<file path="config.mk">
export PLATFORM = sky130hd
export DESIGN_NAME = fetch_ctrl
export DESIGN_NICKNAME = d
export VERILOG_FILES = /design/src/rtl/fetch_ctrl_pkg.sv /design/src/rtl/fetch_perf_cnt.sv /design/src/rtl/fetch_ctrl.sv
export SDC_FILE = /design/constraint.sdc
export NUM_CORES = 1
export LEC_CHECK = 0
export ABC_CLOCK_PERIOD_IN_PS = 5900
export BUFFER_PORTS_ARGS = -buffer_cell sky130_fd_sc_hd__buf_4
export CAP_MARGIN = 20
export CORE_ASPECT_RATIO = 1.5
export CORE_MARGIN = 3
export CORE_UTILIZATION = 47
export CTS_CLUSTER_SIZE = 30
export DETAILED_ROUTE_END_ITERATION = 10
export MAX_ROUTING_LAYER = met4
export PLACE_DENSITY = 0.78
export SYNTH_ARGS = -nofsm -noshare
export SYNTH_HDL_FRONTEND = slang
export SYNTH_SLANG_ARGS = --single-unit
</file>
<file path="constraint.sdc">
create_clock -name clk -period 5.9 [get_ports clk]
set_clock_uncertainty 0.05 [all_clocks]
set_input_delay 1.77 -clock clk [delete_from_list [all_inputs] [get_ports clk]]
set_output_delay 1.77 -clock clk [all_outputs]
set_load 0.01 [all_outputs]
</file>
<file path="src/rtl/fetch_ctrl_pkg.sv">
// fetch_ctrl_pkg: shared fetch definitions (instruction length, reset vector, FSM states).
`ifndef FETCH_CTRL_DEFS
`define FETCH_CTRL_DEFS
`define INST_LENTH 4
`define RESET_VEC 32'h8000_0000
`endif

package fetch_ctrl_pkg;
    localparam int unsigned INST_LENTH_P = `INST_LENTH;
    localparam logic [31:0] RESET_VEC_P = `RESET_VEC;

    typedef enum logic [1:0] {IDLE, FETCH, WAIT, FLUSH} fetch_state_t;

    function automatic logic [31:0] align_word(input logic [31:0] a);
        return {a[31:2], 2'b00};
    endfunction
endpackage

</file>
<file path="src/rtl/fetch_perf_cnt.sv">
// fetch_perf_cnt: branch, taken-branch and redirect event counters (32-bit, wrapping).
module fetch_perf_cnt (
    input  logic        clk,
    input  logic        rst,
    input  logic        is_br,
    input  logic        is_br_taken,
    input  logic        redir,
    output logic [31:0] br_cnt,
    output logic [31:0] taken_cnt,
    output logic [31:0] redir_cnt
);
    always_ff @(posedge clk or posedge rst) begin
        if (rst) begin
            br_cnt    <= '0;
            taken_cnt <= '0;
            redir_cnt <= '0;
        end else begin
            if (is_br) br_cnt <= br_cnt + 32'd1;
            if (is_br && is_br_taken) taken_cnt <= taken_cnt + 32'd1;
            if (redir) redir_cnt <= redir_cnt + 32'd1;
        end
    end
endmodule

</file>
<file path="src/rtl/fetch_ctrl.sv">
// fetch_ctrl: PC owner and single-outstanding instruction fetch sequencer with redirect squash.
// Perf counters are built only when FETCH_PERF_EN is defined; otherwise they read 0.
module fetch_ctrl
    import fetch_ctrl_pkg::*;
#(
    parameter logic [31:0] RESET_VEC = RESET_VEC_P,
    parameter int unsigned INST_LEN  = INST_LENTH_P
) (
    input  logic        clk,
    input  logic        rst,
    output logic        imem_req,
    output logic [31:0] imem_addr,
    input  logic        imem_gnt,
    input  logic        imem_rvalid,
    input  logic [31:0] imem_rdata,
    input  logic        redirect_valid,
    input  logic [31:0] redirect_pc,
    input  logic        trap_valid,
    input  logic [31:0] trap_pc,
    output logic        inst_valid,
    output logic [31:0] inst,
    output logic [31:0] inst_pc,
    input  logic        id_ready,
    input  logic        is_br,
    input  logic        is_br_taken,
    output logic [31:0] perf_br_cnt,
    output logic [31:0] perf_taken_cnt,
    output logic [31:0] perf_redir_cnt
);
    fetch_state_t state, next;
    logic [31:0]  pc, fetch_pc, target;
    logic         redir, issue, land;

    // Redirects are ignored in IDLE; trap beats execute redirect.
    assign redir  = (trap_valid || redirect_valid) && state != IDLE;
    assign target = align_word(trap_valid ? trap_pc : redirect_pc);
    assign imem_addr = pc;
    assign issue  = imem_req && imem_gnt;
    assign land   = state == WAIT && imem_rvalid && !redir;

    always_comb begin
        imem_req = 1'b0;
        next = state;
        case (state)
            IDLE: next = FETCH;
            FETCH: begin
                imem_req = !inst_valid || id_ready;
                next = (imem_req && imem_gnt) ? (redir ? FLUSH : WAIT) : FETCH;
            end
            WAIT:  next = imem_rvalid ? FETCH : (redir ? FLUSH : WAIT);
            FLUSH: next = imem_rvalid ? FETCH : FLUSH;
            default: next = IDLE;
        endcase
    end

    always_ff @(posedge clk or posedge rst) begin
        if (rst) begin
            state    <= IDLE;
            pc       <= RESET_VEC;
            fetch_pc <= '0;
        end else begin
            state <= next;
            if (redir) pc <= target;
            else if (issue) pc <= pc + 32'(INST_LEN);
            if (issue) fetch_pc <= pc;
        end
    end

    always_ff @(posedge clk or posedge rst) begin
        if (rst) begin
            inst_valid <= 1'b0;
            inst       <= '0;
            inst_pc    <= '0;
        end else if (redir) begin
            inst_valid <= 1'b0;
        end else if (land) begin
            inst_valid <= 1'b1;
            inst       <= imem_rdata;
            inst_pc    <= fetch_pc;
        end else if (id_ready) begin
            inst_valid <= 1'b0;
        end
    end

`ifdef FETCH_PERF_EN
    fetch_perf_cnt u_perf (
        .clk         (clk),
        .rst         (rst),
        .is_br       (is_br),
        .is_br_taken (is_br_taken),
        .redir       (redir),
        .br_cnt      (perf_br_cnt),
        .taken_cnt   (perf_taken_cnt),
        .redir_cnt   (perf_redir_cnt)
    );
`else
    logic perf_unused;
    assign perf_unused    = ^{is_br, is_br_taken, redir};
    assign perf_br_cnt    = '0;
    assign perf_taken_cnt = '0;
    assign perf_redir_cnt = '0;
`endif
endmodule

</file>
# ---- Yosys cells after proc, flatten, opt, wreduce, memory -nomap -nowiden
# Index checks and enable logic that the tools add are counted.
dict set report word_totals {
  memories 0
  elab_cells 37
  in_bits 105
  out_inout_bits 194
  ff_bits 131
  latch_bits 0
  romBits 0
  ramBits 0
}
dict set report op_classes {
  n_eq_ne 3
  addsub 1
  bitwise_logic 1
  order_cmp 0
  n_reduce_logical 14
  multipliers 0
  div 0
  muxes 12
  n_shift 0
}
# op n
set ops {}
lappend ops {{32-bit 2-to-1 mux} 3}
lappend ops {{32-bit by 3-bit adder with 32-bit output, second input constant} 1}
lappend ops {{2-bit case mux with 4 select lines} 1}
lappend ops {{2-bit 2-to-1 mux} 3}
lappend ops {{1-bit logical AND} 5}
lappend ops {{1-bit 2-to-1 mux} 5}
lappend ops {{2-bit == test, second input constant} 2}
lappend ops {{2-bit nonzero test} 2}
lappend ops {{3-bit nonzero test} 1}
lappend ops {{2-bit by 1-bit == test with 1-bit output, second input constant} 1}
lappend ops {{1-bit logical NOT} 2}
lappend ops {{2-bit logical NOT} 1}
lappend ops {{1-bit logical OR} 2}
lappend ops {{2-bit AND reduction} 1}
lappend ops {{1-bit NOT} 1}

# ---- Longest topological paths before layout
dict set report depth {
  word_depth 6
  ltp_mapped 6
  ltp_nobuf 6
}

# ---- Least setup slack after synthesis
# Ideal clock, no wire load.
dict set report synth_path {
  path_kind {input to output}
  from {in id_ready}
  to {out imem_req}
  stages 2
  t_required_ns 4.080
  t_arrival_ns 2.097
  slack_ns 1.983
  path_cell_list {nor2b_1 -> nor2_1}
}
dict set report synth_between {
  elab_chain_len 2
}
# item line
set synth_lines {}
lappend synth_lines {{start: declaration} fetch_ctrl.sv:23} ;# input logic id_ready,
lappend synth_lines {{1-bit logical OR} fetch_ctrl.sv:47} ;# imem_req = !inst_valid || id_ready;
lappend synth_lines {{1-bit 2-to-1 mux} fetch_ctrl.sv:44} ;# case (state)
lappend synth_lines {{end: declaration} fetch_ctrl.sv:11} ;# output logic imem_req,
# No other way between the ends.

# ---- Worst setup path after layout
# Same ends and word-level chain as after synthesis.

==> flow_metrics.tcl <==
set metrics [dict create \
    status "finished, final reports clean" \
    seqPwrFrac_pct 42.0 \
    grt_overflow 0 \
    place.gp.congestion 0.814 \
    drt-pass1-iter-count 4 \
    cp_max_fo 4 \
    drc 0 \
    synth_xor_area_share_pct 3.06 \
    fin_crit_sh_pct 72.9 \
    yosysWarnings 0 \
    synth_most_common_cell "dfrtp_1" \
    switching_share_pct 29.1 \
    yosys.area_share.simple_pct 14.9 \
    max_cap_violations 0 \
    cp.arrival_ns 2.48 \
    p_sw_mw 0.794 \
    intPower_mw 1.93 \
    hp-class "flip-flop to flip-flop" \
    hold_viol 0 \
    via_per_inst 4.93 \
    ir_drop_mv 0.162 \
    yosysTopAreaCell "dfrtp_1" \
    drive_above_1_share_pct 38.4 \
    synth_seq_cells 125 \
    period_minus_slack_ns 4.30 \
    power_density_mw_per_mm2 337 \
    synth_top_family_by_area "simple AND/OR/NAND/NOR gates" \
    p_leak_nw 4.15 \
    start_util_pct 48.4 \
    num_vias 4739 \
    max_slew.worst_pin.slew_ns 0.860 \
    netlist_top_cells_count "dfrtp_1 (124), nand2_1 (108), buf_4 (100)" \
    maxSlewHeadroom_pct 42.4 \
    cts_made_buffers 17 \
    synth_cell_types 39 \
    r2r_cells 5 \
    synth_edf_count 0 \
    clock_power_share_pct 36.8 \
    max_freq_mhz 233 \
    wire_per_inst_microns 16.1 \
    syn2layout_area_growth_pct 28.6 \
    cts_tree "done" \
    fin_ws_ns 1.60 \
    htree_levels 4 \
    portBuffers 192 \
    core-area_sq_mm 0.0130 \
    synth_area_sq_mm 0.00629 \
    finalMaxSlewViolations 0 \
    antenna_found_initial 0 \
    synth_cells 600 \
    path_class "input port to output pin" \
    synthFlopType "dfrtp_1" \
    clock_latency_ns 0.41 \
    multi_input_area_sq_mm 0.00269 \
    cts_hold_buf 0 \
    synth-compound-area-share_pct 6.76 \
    async_flop_share_pct 100 \
    diodes 0 \
    io_pins 299 \
    die-area_sq_mm 0.0148 \
    yosysSeqAreaShare_pct 49.7 \
    cts_setup_buffers 0 \
    setup_tns_ns 0 \
    critPathLaunchType "input port" \
    muxShareOfSynthArea_pct 11.4 \
    place_ws_ns 1.59 \
    synth_top_area_share_pct 49.3 \
    min_path_cells 2 \
    holdWs_ns 0.417 \
    pwr-share-comb_pct 21.2 \
    slowest_delay_ns 0.28 \
    dpl.hpwl_microns 11500 \
    drt-initial-drc-count 122 \
    clkSinkCount 125 \
    cpMaxStageDelayCell "nor2b_1" \
    crit_chain "buf_4, nor2b_1, nor2_1, buf_4" \
    endpoint_kind "output pin" \
    syn_area_per_cell_sq_um 10.5 \
    yosys.area_share.adder_pct 0.199 \
    ant_nets 0 \
    clockRootBuffer "clkbuf_16" \
    die_w_microns 100 \
    grt_max_degree 61 \
    ff_latch_area_sq_mm 0.00313 \
    fp-row-count 51 \
    finalWirelength_microns 15500 \
    rsz0062_at_grt "false" \
    crit_top_cell "buf_4" \
    finalSetupViolCount 0 \
    synth_area_leaders "dfrtp_1 (49%), buf_4 (12%), mux2_2 (11%), nand2_1 (6.4%), a211oi_1 (3.3%)" \
    nNetsFinal 896 \
    required_ns 4.08 \
    grt_pass1_vias 4578 \
    grt.total_usage_pct 21.1 \
    dieHeight_microns 148 \
    nFillCells 1100 \
    grt_pass1_wl_microns 23400 \
    cts.clk_slew.worst_paths_ns 0.05 \
    cts_resized 0 \
    clockBufferDepth 2 \
]
critical path, delay by kind of cell:
family / cells / cell delay [ns]
AND/OR/NAND/NOR: 2 / 0.42
buffers and inverters: 2 / 0.29
worst paths after layout:
path | start | endpoint | slack, ns
max in group asynchronous | rst | state[0] | 3.47
min reg2reg | fetch_pc[28] | fetch_pc[28] | 0.42
min in group asynchronous | rst | inst[24] | 1.37
max reg2reg | imem_addr[4] | imem_addr[31] | 3.41
max | id_ready | imem_req | 1.60
min | fetch_pc[28] | fetch_pc[28] | 0.42
power by group through the flow:
stage	clock network [mW]	logic [mW]	registers [mW]
2_1_floorplan	0	0.310	1.18
3_3_place_gp	0	0.569	1.15
3_5_place_dp	0	0.584	1.16
4_1_cts	1.02	0.586	1.15
5_1_grt	1.06	0.635	1.17
6_report	1.00	0.577	1.15
cells in the final DEF, fill, tap and decap left out, types with 2 or more instances in the layout:
master      instances
clkinvlp_4          5
and4_4              2
nor3_1              2
or3_2               2
bufinv_16           2
nand3_1            13
and3_2              2
a211oi_1           28
buf_4             200
or3_1               4
nor3_2              2
conb_1            100
inv_6               2
nand2_1           107
xnor2_1             2
and3_1              4
a31oi_1             8
o21ai_0            10
clkbuf_16          17
nand4_1             9
dfrtp_1           124
a21oi_1            20
nor2_1              3
xor2_1             20
mux2_2             62
mux2i_1             2
nand2b_1            2
clkinv_4            2
nor2b_1            30
clkinv_2            2
metal layers:
layer  vias up  GRT usage, %  routed length, microns
met2       238          37.8                    8240
met4         0          7.55                     301
met1      2255          22.7                    5730
li1       2224             -                       -
met5         -             -                       0
met3        22          4.20                    1230
metrics by stage:
step | power [mW] | util, % | area, sq um | instances
after floorplan | 1.49 | - | 6670 | 699
after global placement | 1.72 | 57.8 | 7530 | 930
after detailed placement | 1.75 | 57.8 | 7530 | 930
after CTS | 2.75 | 62.2 | 8100 | 961
after global routing | 2.86 | 62.2 | 8100 | 961
final | 2.73 | 62.2 | 8100 | 961
kinds of logic after synthesis:
logic type	count (synthesis)
muxes	64
DFF	125
buffers and inverters	130
adders and majority gates	1
and+or+nand+nor	189
other	1
xor gates and xnor gates	22
AOI/OAI and AO/OA	68
final cells by class:
cell class,instances,share of cell area [%]
Sequential cell,125,38.6
Multi-Input combinational cell,444,33.2
Clock buffer,18,5.30
Tap cell,159,2.46
Inverter,2,0.124
Timing Repair Buffer,200,18.5
Clock inverter,13,1.76
flip-flops by register name, indices dropped and copies added (netlist names):
| signal | flops |
|---|---|
| inst | 32 |
| inst_pc | 30 |
| inst_valid | 1 |
| imem_addr | 30 |
| fetch_pc | 30 |
| state | 2 |
Power figures use the tool's default switching activity.
